[config.mk]
export PLATFORM = sky130hd
export DESIGN_NAME = jtag_dbg_port
export DESIGN_NICKNAME = d
export VERILOG_FILES = /design/src/rtl/jtag_dbg_pkg.sv /design/src/rtl/jtag_dbg_fsm.sv /design/src/rtl/jtag_dbg_port.sv
export SDC_FILE = /design/constraint.sdc
export NUM_CORES = 1
export LEC_CHECK = 0
export CAP_MARGIN = 20
export CORE_ASPECT_RATIO = 1.2
export CORE_MARGIN = 2
export CORE_UTILIZATION = 53
export DETAILED_ROUTE_END_ITERATION = 8
export GPL_ROUTABILITY_DRIVEN = 0
export PLACE_DENSITY_LB_ADDON = 0.1
export SYNTH_ARGS = -nofsm -noshare
export SYNTH_HDL_FRONTEND = slang
export SYNTH_SLANG_ARGS = --single-unit
[constraint.sdc]
create_clock -name i_TCK -period 6.05 [get_ports i_TCK]
set_input_delay 1.21 -clock i_TCK [delete_from_list [all_inputs] [get_ports i_TCK]]
set_output_delay 1.21 -clock i_TCK [all_outputs]
set_load 0.05 [all_outputs]
[src/rtl/jtag_dbg_pkg.sv]
// Shared types and constants for the JTAG debug port: FSM states, opcodes,
// status bit positions and the command validity check.
package jtag_dbg_pkg;

  typedef enum logic [2:0] {
    S_IDLE,
    S_ISEL,
    S_ISHFT,
    S_DSEL,
    S_DSHFT,
    S_UPDATE,
    S_MWAIT
  } dbgState_t;

  localparam logic [3:0] OP_ADDR    = 4'h1;
  localparam logic [3:0] OP_RD      = 4'h2;
  localparam logic [3:0] OP_WR      = 4'h3;
  localparam logic [3:0] OP_ACCESS  = 4'h4;
  localparam logic [3:0] OP_UNPAUSE = 4'h6;
  localparam logic [3:0] OP_PAUSE   = 4'h7;
  localparam logic [3:0] OP_STEP    = 4'h8;
  localparam logic [3:0] OP_RD_INC  = 4'hA;
  localparam logic [3:0] OP_WR_INC  = 4'hB;

  localparam int unsigned ST_BOOTED   = 0;
  localparam int unsigned ST_PAUSED   = 1;
  localparam int unsigned ST_REJECTED = 2;

  // Caller zero-extends the command; any bit above the opcode nibble makes it invalid.
  function automatic logic isValidCmd(input logic [31:0] cmd);
    return (cmd >> 4) == 32'd0;
  endfunction

endpackage

[src/rtl/jtag_dbg_fsm.sv]
// TAP-style controller for the debug port: state register, transitions and
// the state decodes consumed by the datapath.
module jtag_dbg_fsm
  import jtag_dbg_pkg::*;
(
  input  logic tck,
  input  logic rst,
  input  logic tms,
  input  logic memStart,
  input  logic memAck,
  output logic inDSHFT,
  output logic inUPDATE,
  output logic inMWAIT,
  output logic loadStatus
);

  dbgState_t state;

  always_ff @(posedge tck) begin
    if (rst) begin
      state <= S_IDLE;
    end else begin
      case (state)
        S_IDLE:   if (tms) state <= S_ISEL;
        S_ISEL:   state <= tms ? S_DSEL : S_ISHFT;
        S_ISHFT:  if (tms) state <= S_UPDATE;
        S_DSEL:   state <= tms ? S_IDLE : S_DSHFT;
        S_DSHFT:  if (tms) state <= S_IDLE;
        S_UPDATE: state <= memStart ? S_MWAIT : S_IDLE;
        S_MWAIT:  if (memAck) state <= S_IDLE;
        default:  state <= S_IDLE;
      endcase
    end
  end

  assign inDSHFT    = (state == S_DSHFT);
  assign inUPDATE   = (state == S_UPDATE);
  assign inMWAIT    = (state == S_MWAIT);
  assign loadStatus = (state == S_ISEL) && !tms;

endmodule

[src/rtl/jtag_dbg_port.sv]
// JTAG debug port: shifts instruction/data registers from TCK/TMS/TDI and
// executes debug commands (address, memory access, chain select, pause, step).
module jtag_dbg_port
  import jtag_dbg_pkg::*;
#(
  parameter int unsigned DATA_W = 16,
  parameter int unsigned ADDR_W = 16,
  parameter int unsigned CMD_W  = 8,
  parameter int unsigned N_ACC  = 2
) (
  input  logic              i_TCK,
  input  logic              i_rst,
  input  logic              i_TMS,
  input  logic              i_TDI,
  output logic              o_TDO,
  input  logic              i_isBooted,
  input  logic              i_isPaused,
  input  logic [DATA_W-1:0] i_memDataIn,
  input  logic              i_memAck,
  output logic [ADDR_W-1:0] o_memAddr,
  output logic [DATA_W-1:0] o_memDataOut,
  output logic              o_memWr,
  output logic              o_memReq,
  output logic [N_ACC-1:0]  o_accSel,
  output logic              o_doPause,
  output logic              o_doStep
);

  localparam int unsigned IDX_W = (N_ACC > 1) ? $clog2(N_ACC) : 1;

  logic [CMD_W-1:0]  cmd;
  logic [DATA_W-1:0] data;
  logic [ADDR_W-1:0] addr;
  logic [N_ACC-1:0]  sel;
  logic              pause;
  logic              rejected;

  logic              inDSHFT, inUPDATE, inMWAIT, loadStatus;
  logic [3:0]        op;
  logic              cmdOk, isMemOp, isIncOp, memStart, gateFail, stepNow;
  logic [IDX_W-1:0]  accIdx;
  logic [N_ACC-1:0]  selNext;
  logic [CMD_W-1:0]  statusWord;

  jtag_dbg_fsm uFsm (
    .tck        (i_TCK),
    .rst        (i_rst),
    .tms        (i_TMS),
    .memStart   (memStart),
    .memAck     (i_memAck),
    .inDSHFT    (inDSHFT),
    .inUPDATE   (inUPDATE),
    .inMWAIT    (inMWAIT),
    .loadStatus (loadStatus)
  );

  // Command decode and gating for the UPDATE cycle
  always_comb begin
    op       = cmd[3:0];
    cmdOk    = isValidCmd(32'(cmd));
    isMemOp  = cmdOk && (op == OP_RD || op == OP_WR || op == OP_RD_INC || op == OP_WR_INC);
    isIncOp  = (op == OP_RD_INC) || (op == OP_WR_INC);
    memStart = inUPDATE && isMemOp && i_isPaused;
    stepNow  = inUPDATE && cmdOk && (op == OP_STEP) && i_isPaused && pause;
    accIdx   = data[IDX_W-1:0];

    gateFail = 1'b0;
    if (inUPDATE && cmdOk) begin
      case (op)
        OP_RD, OP_WR, OP_RD_INC, OP_WR_INC, OP_ACCESS: gateFail = !i_isPaused;
        OP_UNPAUSE, OP_PAUSE:                          gateFail = !i_isBooted;
        OP_STEP:                                       gateFail = !(i_isPaused && pause);
        default:                                       gateFail = 1'b0;
      endcase
    end

    // Out-of-range index matches no channel, leaving the selection empty
    selNext = '0;
    if (cmdOk && (op == OP_ACCESS) && i_isPaused) begin
      for (int i = 0; i < int'(N_ACC); i++) begin
        selNext[i] = (accIdx == IDX_W'(i));
      end
    end

    statusWord              = '0;
    statusWord[ST_BOOTED]   = i_isBooted;
    statusWord[ST_PAUSED]   = i_isPaused;
    statusWord[ST_REJECTED] = rejected;
  end

  always_ff @(posedge i_TCK) begin
    if (i_rst) begin
      cmd      <= '0;
      data     <= '0;
      addr     <= '0;
      sel      <= '0;
      pause    <= 1'b0;
      rejected <= 1'b0;
    end else begin
      // The opcode is frozen through UPDATE and MWAIT so the access sees a stable command
      if (loadStatus) begin
        cmd      <= statusWord;
        rejected <= 1'b0;
      end else begin
        if (!inUPDATE && !inMWAIT) cmd <= {cmd[CMD_W-2:0], i_TDI};
        if (gateFail) rejected <= 1'b1;
      end

      if (inDSHFT) data <= {data[DATA_W-2:0], i_TDI};
      else if (inMWAIT && i_memAck && !cmd[0]) data <= i_memDataIn;

      if (inUPDATE && cmdOk && (op == OP_ADDR)) addr <= data[ADDR_W-1:0];
      else if (inMWAIT && i_memAck && isIncOp) addr <= addr + ADDR_W'(1);

      if (inUPDATE) sel <= selNext;

      if (inUPDATE && cmdOk && (op == OP_PAUSE || op == OP_UNPAUSE) && i_isBooted)
        pause <= cmd[0];
    end
  end

  assign o_TDO        = inDSHFT ? data[DATA_W-1] : cmd[CMD_W-1];
  assign o_memAddr    = addr;
  assign o_memDataOut = data;
  assign o_memWr      = cmd[0];
  assign o_memReq     = inMWAIT;
  assign o_accSel     = sel & {N_ACC{inDSHFT}};
  assign o_doPause    = pause;
  assign o_doStep     = stepNow;

endmodule

# After elaboration in Yosys (flattened, before gate mapping)
# Cells that the tools add are included.
totals:
  reg_bits: 47
  input_bits: 23
  output_inout_bits: 39
op_classes:
  add_sub_neg: 1
  eq_ne: 19
  n_mux: 18
  n_bitwise: 2
  n_reduce_logical: 39
op_table:
  columns: ["operator", "count"]
  rows:
  - ["two-way mux 16 bit", 4]
  - ["logical NOT 32 bit", 1]
  - ["two-way mux 3 bit", 8]
  - ["case mux 3 bit (7 select lines)", 1]
  - ["logical AND 1 bit", 18]
  - ["adder 16 x 1 -> 16 bit, second input constant", 1]
  - ["equality test 4 x 3 -> 1 bit, second input constant", 3]
  - ["equality test 4 bit, second input constant", 3]
  - ["equality test 3 bit, second input constant", 3]
  - ["equality test 4 x 2 -> 1 bit, second input constant", 2]
  - ["!= test 2 bit, second input constant", 4]
  - ["logical NOT 1 bit", 7]
  - ["equality test 3 x 2 -> 1 bit, second input constant", 2]
  - ["nonzero test 2 bit", 3]
  - ["logical OR 1 bit", 5]
  - ["OR reduction 5 bit", 1]
  - ["equality test 4 x 1 -> 1 bit, second input constant", 1]
  - ["AND reduction 4 bit", 1]
  - ["OR reduction 2 bit", 2]
  - ["equality test 3 x 1 -> 1 bit, second input constant", 1]
  - ["logical NOT 3 bit", 1]
  - ["two-way mux 1 bit", 3]
  - ["case mux 1 bit (3 select lines)", 1]
  - ["AND 2 bit", 1]
  - ["other kinds (2)", 2]

# Depth between registers and ports, before layout
depth:
  depth_word: 9
  depth_mapped: 6
  depth_no_buf: 5

# Cells and area by module
# Synthesis repeated with hierarchy kept, for this count alone.
hier_totals:
  cells_unflattened: 295
  hier_area_um2: 2494.9
by_module_without_submodules:
  columns: ["module", "n_inst", "cells_each", "area_each_um2"]
  rows:
  - ["jtag_dbg_port", 1, 269, 2288.4]
  - ["jtag_dbg_fsm", 1, 26, 206.4]

# Least setup slack after synthesis
# No wires, ideal clock.
synth_path:
  path_kind: "input port to output port"
  startpoint: "input port i_isPaused"
  endpoint: "output port o_doStep"
  arrival_ps: 2669
  t_required_ps: 4840
  path_slack_ps: 2171
  path_stages: 3
  cell_sequence: "nor3b_1 > nand4_1 > nor3_1"
synth_between:
  elab_chain_cells: 2
synth_rtl:
  columns: ["element", "line_no", "source"]
  rows:
  - ["from (decl)", "jtag_dbg_port.sv:17", "input logic i_isPaused,"]
  - ["logical AND 1 bit (2 in a row)", "jtag_dbg_port.sv:64", "stepNow = inUPDATE && cmdOk && (op == OP_STEP) && i_isPaused && pause;"]
  - ["to (decl)", "jtag_dbg_port.sv:26", "output logic o_doStep"]
# No other way between the ends.

# Worst setup path after layout
# Same ends and word-level chain as after synthesis.

==> results.py <==
metrics = {
    "clock_tree": {
        "insertion_delay_ns": 0.30,
        "cts_tree": "built",
        "numCtsBuffers": 5,
        "cts-resized-gates": 0,
        "clk_path_buf_depth": 2,
        "holdBufCountCts": 0,
        "cts_sinks": 47,
        "cts.clk_slew.worst_paths_ns": 0.08,
        "h-tree-depth": 2,
        "cts_setup_buffers": 0,
        "cts_root_buf": "clkbuf_8",
    },
    "synth": {
        "yosysWarnings": 0,
        "yosys-top-cells-area": "dfxtp_1 (37%), mux2i_1 (8.2%), a211oi_1 (6.4%)",
        "netlist_instances": 301,
        "synth_top_area_share_pct": 36.5,
        "async_reset_ff_share_pct": 0,
        "syn_area_um2": 2580,
        "synth-edff-count": 0,
        "syn-num-nets": 325,
        "ys_types": 53,
        "ys_seq_elements": 47,
        "synth_ff_type": "dfxtp_1",
        "post_synth.cell_area_avg_um2": 8.56,
        "synth_top_area_cell": "dfxtp_1",
        "yosysSeqAreaShare_pct": 36.5,
    },
    "routing": {
        "vias_per_cell": 6.03,
        "avgRoutedWirePerCell_um": 16.0,
        "vias": 2479,
        "drt_iter0_markers": 294,
        "first_pass_iters": 4,
        "routed_wl_um": 6580,
        "remaining_drc_errors": 0,
        "antenna_left": 0,
    },
    "grt": {
        "first_global_vias": 2264,
        "grt_pass1_wl_um": 10900,
        "overflow": 0,
        "grt_use_total_pct": 26.3,
        "grt_max_degree": 44,
        "antenna_found_initial": 0,
    },
    "worst_setup_path": {
        "cp-start-kind": "input pin",
        "cp.required_ns": 4.84,
        "end_kind": "output port",
        "crit_type": "input pin to output port",
        "cp_max_fo": 5,
        "worstPathArrival_ns": 3.23,
    },
    "die": {
        "core_area_um2": 4630,
        "ios": 62,
        "die_w_um": 67.6,
        "die_area_um2": 5440,
        "floorplan.initialDensity_pct": 55.7,
        "fp.dieH_um": 80.4,
        "placementRows": 27,
    },
    "placement": {
        "dpl.hpwl_um": 4720,
        "port_buffers": 61,
    },
    "power": {
        "peakVddDrop_v": 0.000167,
        "power_leakage_nw": 1.04,
        "finalPower_mw": 0.711,
        "powerDensity_nw_per_um2": 218,
    },
    "layout": {
        "area.growth.synth_to_final_pct": 26.8,
        "antennaDiodeCount": 0,
        "nNetsFinal": 377,
        "fill_cells": 392,
        "multi_input_area_um2": 1480,
        "regArea_um2": 941,
        "final_layout_size_suffix_gt1_share_pct": 6.80,
    },
    "sta": {
        "fmax_ghz": 0.225,
        "period_share_pct": 73.3,
        "tightest_slew_ns": 0.711,
        "finalClockSkew_ns": 0.00642,
        "hold_viol": 0,
        "tns_ns": 0,
        "rsz0062_at_grt": "false",
        "slew_headroom_pct": 52.4,
        "holdWs_ns": 0.450,
        "setup_violations": 0,
        "min_period_ns": 4.44,
        "slew_violations": 0,
    },
    "job": {
        "drv_cap": 0,
    },
    "min_path": {
        "min_path_type": "flop to flop",
    },
    "outcome": {
        "status": "finished clean",
    },
}
## final timing paths
path	to	startpoint	cells after the start	slack, ns
setup / recovery	o_doStep	i_isPaused	5	1.61
setup reg to reg	o_memAddr[7]	uFsm.state[1]	4	3.96
hold reg to reg	sel[1]	sel[1]	2	0.45
hold / removal	sel[1]	sel[1]	2	0.45
## logic make-up (layout without fill, tap and decap cells)
logic type      after synthesis  in the layout  synth area share, %
fa+ha+maj                     1              1                0.486
simple gates                123            123                 25.6
xor+xnor                      3              3                 1.02
flops                        47             47                 36.5
mux                          22             22                 8.60
buf+inv                      27             79                 6.51
compound gates               78             78                 21.2
## worst max-delay path: stages
cell and delay, ns:
clkdlybuf4s50_1 0.53, nor3b_1 0.32, nand4_1 0.13, nor3_1 0.19, clkdlybuf4s50_1 0.84
## power by group
part | leakage [nW] | internal (mW) | switching (mW)
Sequential | 0.382 | 0.323 | 0.0201
Combinational | 0.607 | 0.0574 | 0.0823
Clock | 0.0502 | 0.121 | 0.107
## cells in the final DEF (no fill, tap or decap), drive strengths merged, types with 6 or more instances in the layout
| cell type | n |
|---|---|
| nand2 | 29 |
| nand4 | 6 |
| nand3 | 14 |
| nor3 | 7 |
| a21oi | 16 |
| clkdlybuf4s50 | 61 |
| mux2i | 21 |
| inv | 8 |
| a211oi | 22 |
| nor4 | 6 |
| dfxtp | 47 |
| nor2 | 30 |
## synthesized netlist by cell type (2+ instances only)
library cell  count
dfxtp_1          47
o22ai_1           3
a32oi_1           3
a22oi_1           3
buf_6             4
nor2_1           30
nand3_1          14
mux2i_1          21
inv_1             8
o21bai_1          2
a211oi_1         22
nor2b_1           5
a21oi_1          16
xor2_1            2
a21boi_0          3
nor3_1            6
nand3b_1          3
or4_1             4
nand2_1          28
o21ai_0           5
nand4_1           6
clkbuf_1          6
nand4b_1          3
o21ba_2           2
buf_2             5
clkbuf_8          3
o31a_1            2
a311oi_1          4
nor4_1            6
a31oi_1           5
o211ai_1          2
o31ai_1           2
and3_1            2
nor3b_1           2
and2_1            4
## area by class of cell
class | instances | share of cell area, %
Clock buffer | 5 | 2.11
Clock inverter | 2 | 1.15
Inverter | 8 | 0.919
Multi-Input combinational cell | 227 | 45.2
Sequential cell | 47 | 28.8
Tap cell | 58 | 2.22
Timing Repair Buffer | 64 | 19.6
## layer usage
metal	track usage (%)	vias up	part of all wire, %
met5	0	-	0
met4	11.6	0	3.0
met3	5.32	15	5.6
met2	43.7	85	50
met1	32.3	1145	42
li1	-	1234	-
## sequential cells by signal (all words and copies together) (netlist names)
name and count:
cmd 8, o_doPause 1, o_memAddr 16, o_memDataOut 16, rejected 1, sel 2, uFsm.state 3
## per-stage QoR
stage	setup slack [ns]	utilization [%]	instance area [um2]	instances
finish	1.61	70.6	3270	411
global route	1.47	70.6	3270	411
CTS	1.64	70.3	3250	410
detailed placement	1.66	68.0	3150	403
global placement	1.69	68.0	3150	403
floorplan	2.17	-	2580	301
Power figures use the tool's default switching activity.
